[config.mk]
export PLATFORM = sky130hd
export DESIGN_NAME = pkt_bus_master_flat
export DESIGN_NICKNAME = d
export VERILOG_FILES = /design/src/rtl/pkt_bus_pkg.sv /design/src/rtl/pkt_bus_master_if.sv /design/src/rtl/pkt_bus_timeout.sv /design/src/rtl/pkt_bus_master.sv /design/src/flat_wrapper.sv
export SDC_FILE = /design/constraint.sdc
export NUM_CORES = 1
export LEC_CHECK = 0
export BUFFER_PORTS_ARGS = -buffer_cell sky130_fd_sc_hd__buf_4
export CAP_MARGIN = 20
export CORE_ASPECT_RATIO = 1.5
export CORE_UTILIZATION = 27
export DETAILED_ROUTE_END_ITERATION = 10
export GPL_TIMING_DRIVEN = 0
export PLACE_DENSITY = 0.58
export REMOVE_ABC_BUFFERS = 1
export SYNTH_ARGS = -nofsm -noshare
export SYNTH_HDL_FRONTEND = slang
export SYNTH_HIERARCHICAL = 1
export SYNTH_SLANG_ARGS = --single-unit
[constraint.sdc]
create_clock -name clk_i -period 5.7 [get_ports clk_i]
set_input_delay 0 -clock clk_i [delete_from_list [all_inputs] [get_ports clk_i]]
set_output_delay 0 -clock clk_i [all_outputs]
set_load 0.05 [all_outputs]
[src/rtl/pkt_bus_pkg.sv]
// Shared state encoding and register-window offsets for the PKT bus master.
package pkt_bus_pkg;

  typedef enum logic [2:0] {
    IDLE   = 3'd0,
    WR_IDX = 3'd1,
    WR_REQ = 3'd2,
    RD_CHK = 3'd3,
    WR_CLR = 3'd4,
    DONE   = 3'd5
  } pkt_state_e;

  localparam logic [31:0] PKT_OFF_REQ    = 32'h0000_0000;
  localparam logic [31:0] PKT_OFF_KEYIDX = 32'h0000_0004;

endpackage

[src/rtl/pkt_bus_master_if.sv]
// Client handshake plus register-bus initiator signals of the PKT bus master.
interface pkt_bus_master_if #(
  parameter int ADDR_WIDTH = 32,
  parameter int DATA_WIDTH = 32
);

  logic                      key_valid_i;
  logic                      key_ready_o;
  logic [31:0]               key_index_i;
  logic                      done_o;
  logic                      err_o;
  logic [ADDR_WIDTH-1:0]     reg_addr_o;
  logic                      reg_write_o;
  logic [DATA_WIDTH-1:0]     reg_wdata_o;
  logic [DATA_WIDTH/8-1:0]   reg_wstrb_o;
  logic                      reg_valid_o;
  logic [DATA_WIDTH-1:0]     reg_rdata_i;
  logic                      reg_ready_i;
  logic                      reg_error_i;

  modport master (
    input  key_valid_i, key_index_i, reg_rdata_i, reg_ready_i, reg_error_i,
    output key_ready_o, done_o, err_o, reg_addr_o, reg_write_o, reg_wdata_o,
           reg_wstrb_o, reg_valid_o
  );

  modport slave (
    output key_valid_i, key_index_i, reg_rdata_i, reg_ready_i, reg_error_i,
    input  key_ready_o, done_o, err_o, reg_addr_o, reg_write_o, reg_wdata_o,
           reg_wstrb_o, reg_valid_o
  );

endinterface

[src/rtl/pkt_bus_timeout.sv]
// Per-state wait counter; expired fires in the cycle the count would reach TIMEOUT_CYCLES.
module pkt_bus_timeout #(
  parameter int TIMEOUT_CYCLES = 16
) (
  input  logic clk_i,
  input  logic rst_i,
  input  logic clear,
  input  logic count,
  output logic expired
);

  localparam int CNT_W = $clog2(TIMEOUT_CYCLES + 1);

  logic [CNT_W-1:0] r_count;

  // wait counter: clear has priority over counting
  always_ff @(posedge clk_i or posedge rst_i) begin
    if (rst_i) begin
      r_count <= {CNT_W{1'b0}};
    end else if (clear) begin
      r_count <= {CNT_W{1'b0}};
    end else if (count) begin
      r_count <= r_count + CNT_W'(1);
    end else begin
      r_count <= r_count;
    end
  end

  assign expired = count && (r_count == CNT_W'(TIMEOUT_CYCLES - 1));

endmodule

[src/rtl/pkt_bus_master.sv]
// Issues the PKT key-index / request / clear register sequence for each client key.
// Define PKT_BUS_MASTER_READBACK_EN to add a read-back check of the request bit.
module pkt_bus_master
  import pkt_bus_pkg::*;
#(
  parameter int                    ADDR_WIDTH     = 32,
  parameter int                    DATA_WIDTH     = 32,
  parameter logic [ADDR_WIDTH-1:0] BASE_ADDR      = {ADDR_WIDTH{1'b0}},
  parameter int                    TIMEOUT_CYCLES = 16
) (
  input  logic                   clk_i,
  input  logic                   rst_i,
  pkt_bus_master_if.master       bus
);

  localparam logic [2:0] S_IDLE   = 3'(IDLE);
  localparam logic [2:0] S_WR_IDX = 3'(WR_IDX);
  localparam logic [2:0] S_WR_REQ = 3'(WR_REQ);
  localparam logic [2:0] S_RD_CHK = 3'(RD_CHK);
  localparam logic [2:0] S_WR_CLR = 3'(WR_CLR);
  localparam logic [2:0] S_DONE   = 3'(DONE);

  localparam logic [ADDR_WIDTH-1:0] ADDR_REQ    = BASE_ADDR + ADDR_WIDTH'(PKT_OFF_REQ);
  localparam logic [ADDR_WIDTH-1:0] ADDR_KEYIDX = BASE_ADDR + ADDR_WIDTH'(PKT_OFF_KEYIDX);

  logic [2:0]            r_state;
  logic [31:0]           r_index;
  logic                  r_err;
  logic                  r_key_ready;
  logic                  r_done;
  logic                  r_err_o;
  logic                  r_valid;
  logic                  r_write;
  logic [ADDR_WIDTH-1:0] r_addr;
  logic [DATA_WIDTH-1:0] r_wdata;

  logic [2:0]            w_next_state;
  logic                  w_take;
  logic [31:0]           w_index;
  logic                  w_beat;
  logic                  w_count;
  logic                  w_clear;
  logic                  w_expired;
  logic                  w_rd_bad;
  logic                  w_set_err;
  logic                  w_nx_valid;
  logic                  w_nx_write;
  logic [ADDR_WIDTH-1:0] w_nx_addr;
  logic [DATA_WIDTH-1:0] w_nx_wdata;
  logic                  w_unused_rdata;

  assign w_take         = (r_state == S_IDLE) && bus.key_valid_i && r_key_ready;
  assign w_index        = w_take ? bus.key_index_i : r_index;
  assign w_beat         = r_valid && bus.reg_ready_i;
  assign w_count        = r_valid && !bus.reg_ready_i;
  assign w_clear        = (w_next_state != r_state);
  assign w_set_err      = (w_beat && bus.reg_error_i) || w_expired || w_rd_bad;
  assign w_unused_rdata = ^bus.reg_rdata_i;

  pkt_bus_timeout #(
    .TIMEOUT_CYCLES (TIMEOUT_CYCLES)
  ) u_timeout (
    .clk_i   (clk_i),
    .rst_i   (rst_i),
    .clear   (w_clear),
    .count   (w_count),
    .expired (w_expired)
  );

  // next-state decode; a bus error or timeout in any beat short-cuts to DONE
  always_comb begin
    w_next_state = r_state;
    w_rd_bad     = 1'b0;
    case (r_state)
      S_IDLE: begin
        if (w_take) w_next_state = S_WR_IDX;
        else        w_next_state = S_IDLE;
      end
      S_WR_IDX: begin
        if (w_beat)         w_next_state = bus.reg_error_i ? S_DONE : S_WR_REQ;
        else if (w_expired) w_next_state = S_DONE;
        else                w_next_state = S_WR_IDX;
      end
      S_WR_REQ: begin
`ifdef PKT_BUS_MASTER_READBACK_EN
        if (w_beat)         w_next_state = bus.reg_error_i ? S_DONE : S_RD_CHK;
`else
        if (w_beat)         w_next_state = bus.reg_error_i ? S_DONE : S_WR_CLR;
`endif
        else if (w_expired) w_next_state = S_DONE;
        else                w_next_state = S_WR_REQ;
      end
`ifdef PKT_BUS_MASTER_READBACK_EN
      S_RD_CHK: begin
        if (w_beat) begin
          w_rd_bad     = !bus.reg_rdata_i[0];
          w_next_state = (bus.reg_error_i || !bus.reg_rdata_i[0]) ? S_DONE : S_WR_CLR;
        end else if (w_expired) begin
          w_next_state = S_DONE;
        end else begin
          w_next_state = S_RD_CHK;
        end
      end
`endif
      S_WR_CLR: begin
        if (w_beat || w_expired) w_next_state = S_DONE;
        else                     w_next_state = S_WR_CLR;
      end
      S_DONE:  w_next_state = S_IDLE;
      default: w_next_state = S_IDLE;
    endcase
  end

  // bus request for the state being entered, so outputs come straight from flops
  always_comb begin
    w_nx_valid = 1'b0;
    w_nx_write = 1'b0;
    w_nx_addr  = {ADDR_WIDTH{1'b0}};
    w_nx_wdata = {DATA_WIDTH{1'b0}};
    case (w_next_state)
      S_WR_IDX: begin
        w_nx_valid = 1'b1;
        w_nx_write = 1'b1;
        w_nx_addr  = ADDR_KEYIDX;
        w_nx_wdata = DATA_WIDTH'(w_index);
      end
      S_WR_REQ: begin
        w_nx_valid = 1'b1;
        w_nx_write = 1'b1;
        w_nx_addr  = ADDR_REQ;
        w_nx_wdata = DATA_WIDTH'(32'h1);
      end
`ifdef PKT_BUS_MASTER_READBACK_EN
      S_RD_CHK: begin
        w_nx_valid = 1'b1;
        w_nx_addr  = ADDR_REQ;
      end
`endif
      S_WR_CLR: begin
        w_nx_valid = 1'b1;
        w_nx_write = 1'b1;
        w_nx_addr  = ADDR_REQ;
      end
      default: begin
        w_nx_valid = 1'b0;
      end
    endcase
  end

  // FSM state, latched key index and sticky error flag
  always_ff @(posedge clk_i or posedge rst_i) begin
    if (rst_i) begin
      r_state <= S_IDLE;
      r_index <= 32'h0;
      r_err   <= 1'b0;
    end else begin
      r_state <= w_next_state;
      r_index <= w_index;
      if (r_state == S_DONE) r_err <= 1'b0;
      else if (w_set_err)    r_err <= 1'b1;
      else                   r_err <= r_err;
    end
  end

  // registered client and bus outputs
  always_ff @(posedge clk_i or posedge rst_i) begin
    if (rst_i) begin
      r_key_ready <= 1'b1;
      r_done      <= 1'b0;
      r_err_o     <= 1'b0;
      r_valid     <= 1'b0;
      r_write     <= 1'b0;
      r_addr      <= {ADDR_WIDTH{1'b0}};
      r_wdata     <= {DATA_WIDTH{1'b0}};
    end else begin
      r_key_ready <= (w_next_state == S_IDLE);
      r_done      <= (w_next_state == S_DONE);
      r_err_o     <= (w_next_state == S_DONE) && (r_err || w_set_err);
      r_valid     <= w_nx_valid;
      r_write     <= w_nx_write;
      r_addr      <= w_nx_addr;
      r_wdata     <= w_nx_wdata;
    end
  end

  assign bus.key_ready_o = r_key_ready;
  assign bus.done_o      = r_done;
  assign bus.err_o       = r_err_o;
  assign bus.reg_valid_o = r_valid;
  assign bus.reg_write_o = r_write;
  assign bus.reg_addr_o  = r_addr;
  assign bus.reg_wdata_o = r_wdata;
  assign bus.reg_wstrb_o = {(DATA_WIDTH/8){1'b1}};

endmodule

[src/flat_wrapper.sv]
// flat-port wrapper written by rule: the top's interface ports become plain ports
module pkt_bus_master_flat import pkt_bus_pkg::*;
#(
  parameter int                    ADDR_WIDTH     = 32,
  parameter int                    DATA_WIDTH     = 32,
  parameter logic [ADDR_WIDTH-1:0] BASE_ADDR      = {ADDR_WIDTH{1'b0}},
  parameter int                    TIMEOUT_CYCLES = 16
)
  (clk_i, rst_i, bus_key_valid_i, bus_key_index_i, bus_reg_rdata_i, bus_reg_ready_i, bus_reg_error_i, bus_key_ready_o, bus_done_o, bus_err_o, bus_reg_addr_o, bus_reg_write_o, bus_reg_wdata_o, bus_reg_wstrb_o, bus_reg_valid_o);
  pkt_bus_master_if #(.ADDR_WIDTH(ADDR_WIDTH), .DATA_WIDTH(DATA_WIDTH)) bus_i ();
  input  logic clk_i;
  input  logic rst_i;
  input wire logic [$bits(bus_i.key_valid_i)-1:0] bus_key_valid_i;
  input wire logic [$bits(bus_i.key_index_i)-1:0] bus_key_index_i;
  input wire logic [$bits(bus_i.reg_rdata_i)-1:0] bus_reg_rdata_i;
  input wire logic [$bits(bus_i.reg_ready_i)-1:0] bus_reg_ready_i;
  input wire logic [$bits(bus_i.reg_error_i)-1:0] bus_reg_error_i;
  output wire logic [$bits(bus_i.key_ready_o)-1:0] bus_key_ready_o;
  output wire logic [$bits(bus_i.done_o)-1:0] bus_done_o;
  output wire logic [$bits(bus_i.err_o)-1:0] bus_err_o;
  output wire logic [$bits(bus_i.reg_addr_o)-1:0] bus_reg_addr_o;
  output wire logic [$bits(bus_i.reg_write_o)-1:0] bus_reg_write_o;
  output wire logic [$bits(bus_i.reg_wdata_o)-1:0] bus_reg_wdata_o;
  output wire logic [$bits(bus_i.reg_wstrb_o)-1:0] bus_reg_wstrb_o;
  output wire logic [$bits(bus_i.reg_valid_o)-1:0] bus_reg_valid_o;
  assign bus_i.key_valid_i = bus_key_valid_i;
  assign bus_i.key_index_i = bus_key_index_i;
  assign bus_i.reg_rdata_i = bus_reg_rdata_i;
  assign bus_i.reg_ready_i = bus_reg_ready_i;
  assign bus_i.reg_error_i = bus_reg_error_i;
  assign bus_key_ready_o = bus_i.key_ready_o;
  assign bus_done_o = bus_i.done_o;
  assign bus_err_o = bus_i.err_o;
  assign bus_reg_addr_o = bus_i.reg_addr_o;
  assign bus_reg_write_o = bus_i.reg_write_o;
  assign bus_reg_wdata_o = bus_i.reg_wdata_o;
  assign bus_reg_wstrb_o = bus_i.reg_wstrb_o;
  assign bus_reg_valid_o = bus_i.reg_valid_o;
  pkt_bus_master #(.ADDR_WIDTH(ADDR_WIDTH), .DATA_WIDTH(DATA_WIDTH), .BASE_ADDR(BASE_ADDR), .TIMEOUT_CYCLES(TIMEOUT_CYCLES)) u_core (.clk_i(clk_i), .rst_i(rst_i), .bus(bus_i));
endmodule
==> results.cfg <==
[power]
p_per_area_mw_per_mm2 = 586
peakVddDrop_v = 0.000182
leakage_uw = 0.00226

[route]
drt_iter0_drc = 52
vias = 2232
wl_mm = 7.13
routedWlPerCell_um = 13.5
ant_nets = 0
drc = 0
drt-pass1-iter-count = 4
drt-vias-per-instance = 4.23

[worst_setup_path]
crit_required_ns = 5.85
crit_chain = nor2b_1, and2_1, nor4bb_1, o2bb2ai_1, nor2_2, inv_2, mux2i_1
r2r-start = u_core/bus.reg_write_o$_DFF_PP0_
r2r_cells = 7
cpPeakStageDelay_ns = 0.74
critPathLaunchType = register
slowest_stage = inv_2
crit_fanout = 35
worstPathArrival_ns = 3.33
reg2reg_slack_ns = 2.52
endpoint_kind = register
critical_path_class = reg -> reg
startpoint = u_core/bus.reg_write_o$_DFF_PP0_

[floorplanning]
core_mm2 = 0.0130
dieArea_mm2 = 0.0137
die_h_um = 143
rows = 51
initial_core_util = 0.276
die_w_um = 96.0
io_pins = 142

[finish]
final_util = 0.372
fillCellCount = 1273
layout.nets = 435
layout-drive-gt1-share = 0.423
area_growth_pct = 34.5
mostFrequentLayoutCell = dfrtp_1
final_area_mm2 = 0.00482
final_cell_mix = 77 x dfrtp_1, 74 x buf_4, 35 x conb_1
stdcell_count = 528
diodes = 0

[timing]
layout_setup_ws_ns = 2.52
fmax_mhz = 314
hold-worst-slack_ns = 0.0614
hold_viol_final = 0
slew_violations = 0
finalCriticalPeriod_ns = 3.18
grt_setup_unrepaired = false
slew_headroom = 0.328
worstMarginPinSlew_ns = 1.01
setup_viol = 0
skew_ns = 0.00507
min_period_over_period = 0.558

[cts]
cts.clk_slew.worst_paths_ns = 0.05
cts_max_path_buffers = 2
postCtsSetupBuffers = 0
cts_sinks = 78
insertion_delay_ns = 0.32
cts-htree-levels = 3
root_buffer = clkbuf_16
cts_tree = done
post_cts_resized = 0
cts_buffers = 9

[place]
dp.cells = 479
place.detailed.hpwl_mm = 4.84
post-place-ws_ns = 2.58
routabilityCongestion = 0.745
place_area_mm2 = 0.00419
port_buffers = 74

[worst_hold_path]
hold_depth = 4
min_from = bus_reg_error_i
hold_class = in -> reg

[grt]
grt_pass1_wl_mm = 12.0
grt_start_max_net_pins = 40
grt_util_all_layers = 0.116
overflow = 0
antenna_found_initial = 0
grt_pass1_vias = 2380

[synth]
syn_area_per_cell_um2 = 14.0
synthArstFlopShare = 1.00
netlist_area_mm2 = 0.00358
ys_warn_count = 6
synth_edf_count = 0
synth_cells = 255
synth_seq_area_share = 0.545
ys_ff_latch = 78
synthFlopType = dfrtp_1
ys_types = 46

[flow_run]
maxCapViolations = 0

[run_status]
status = completed
per-stage QoR:
step,setup TNS (ns),total power [uW]
finish,0,2820
global route,0,3010
CTS,0,2860
detailed placement,0,2270
global placement,-14.04,2180
floorplan,0,1860
state kept, by name (all words and copies together), names as in the netlist:
| register | cells |
|---|---|
| u_core/bus.err_o | 1 |
| u_core/r_index | 32 |
| u_core/bus.reg_write_o | 1 |
| u_core/bus.done_o | 1 |
| u_core/r_state | 3 |
| u_core/bus.reg_wdata_o | 32 |
| u_core/bus.key_ready_o | 1 |
| u_core/bus.reg_addr_o | 1 |
| u_core/u_timeout/r_count | 5 |
| u_core/r_err | 1 |
metal layers:
layer	part of all wire	GRT usage
met1	0.39	0.139
met2	0.54	0.193
met3	0.046	0.0277
met4	0.019	0.0526
met5	0	0
Yosys cell counts (all sizes together), types with 2 or more instances:
cell	instances	share of area
dfrtp	77	0.54
buf	48	0.11
mux2	32	0.11
nor3b	32	0.11
inv	9	0.0094
nor2	8	0.0091
a211oi	3	0.0063
mux2i	3	0.0084
nand2	3	0.0031
nand2b	3	0.0052
a21bo	2	0.0056
a21oi	2	0.0028
and2	2	0.0035
clkbuf	2	0.0021
conb	2	0.0021
ha	2	0.0070
nand4b	2	0.0049
nor2b	2	0.0035
nor4	2	0.0094
layout make-up:
type,count,area (um2),area share
clock buffer,10,229,0.0475
clock inverter,6,62.6,0.0130
inverter,9,36.3,0.00753
multi-input combinational,151,1340,0.277
sequential,78,1950,0.406
tap,159,199,0.0413
timing repair buffer,115,1000,0.208
final timing paths:
check / to
worst max-delay path: u_core/bus.reg_write_o$_DFF_PP0_
worst min-delay path: u_core/r_state[1]$_DFF_PP0_
worst max register to register: u_core/bus.reg_write_o$_DFF_PP0_
worst min register to register: u_core/r_index[19]$_DFF_PP0_
max in group asynchronous: u_core/bus.key_ready_o$_DFF_PP1_
min in group asynchronous: u_core/u_timeout/r_count[3]$_DFFE_PP0P_
cells by family (layout without fill, tap and decap cells):
kind of cell    Yosys count  count (layout)  synth area share
flops                    78              78             0.545
mux                      35              35             0.122
simple gates             62              62             0.168
buf+inv                  59             140             0.118
compound gates           16              16            0.0353
xor+xnor                  1               1           0.00245
fa+ha+maj                 2               2           0.00699
other cells               2              35           0.00210
report_power, final:
part | switching (uW) | internal (uW) | total, uW | leakage [uW]
registers | 98.1 | 786 | 884 | 0.000982
clock network | 219 | 337 | 556 | 0.000134
logic | 815 | 569 | 1380 | 0.00114
worst max-delay path: cells and delay by family, from the launching register on:
kind | cells | cell delay [ns]
simple gates | 4 | 1.38
buf+inv | 1 | 0.74
flops | 1 | 0.51
compound gates | 1 | 0.19
mux | 1 | 0.18
what timing repair did:
action / CTS / global route
hold endpoints to repair: 71 / 0
endpoints found under the setup margin: 0 / 0
hold buffers: 33 / 0
No activity file was read; power rests on OpenSTA's default activity.
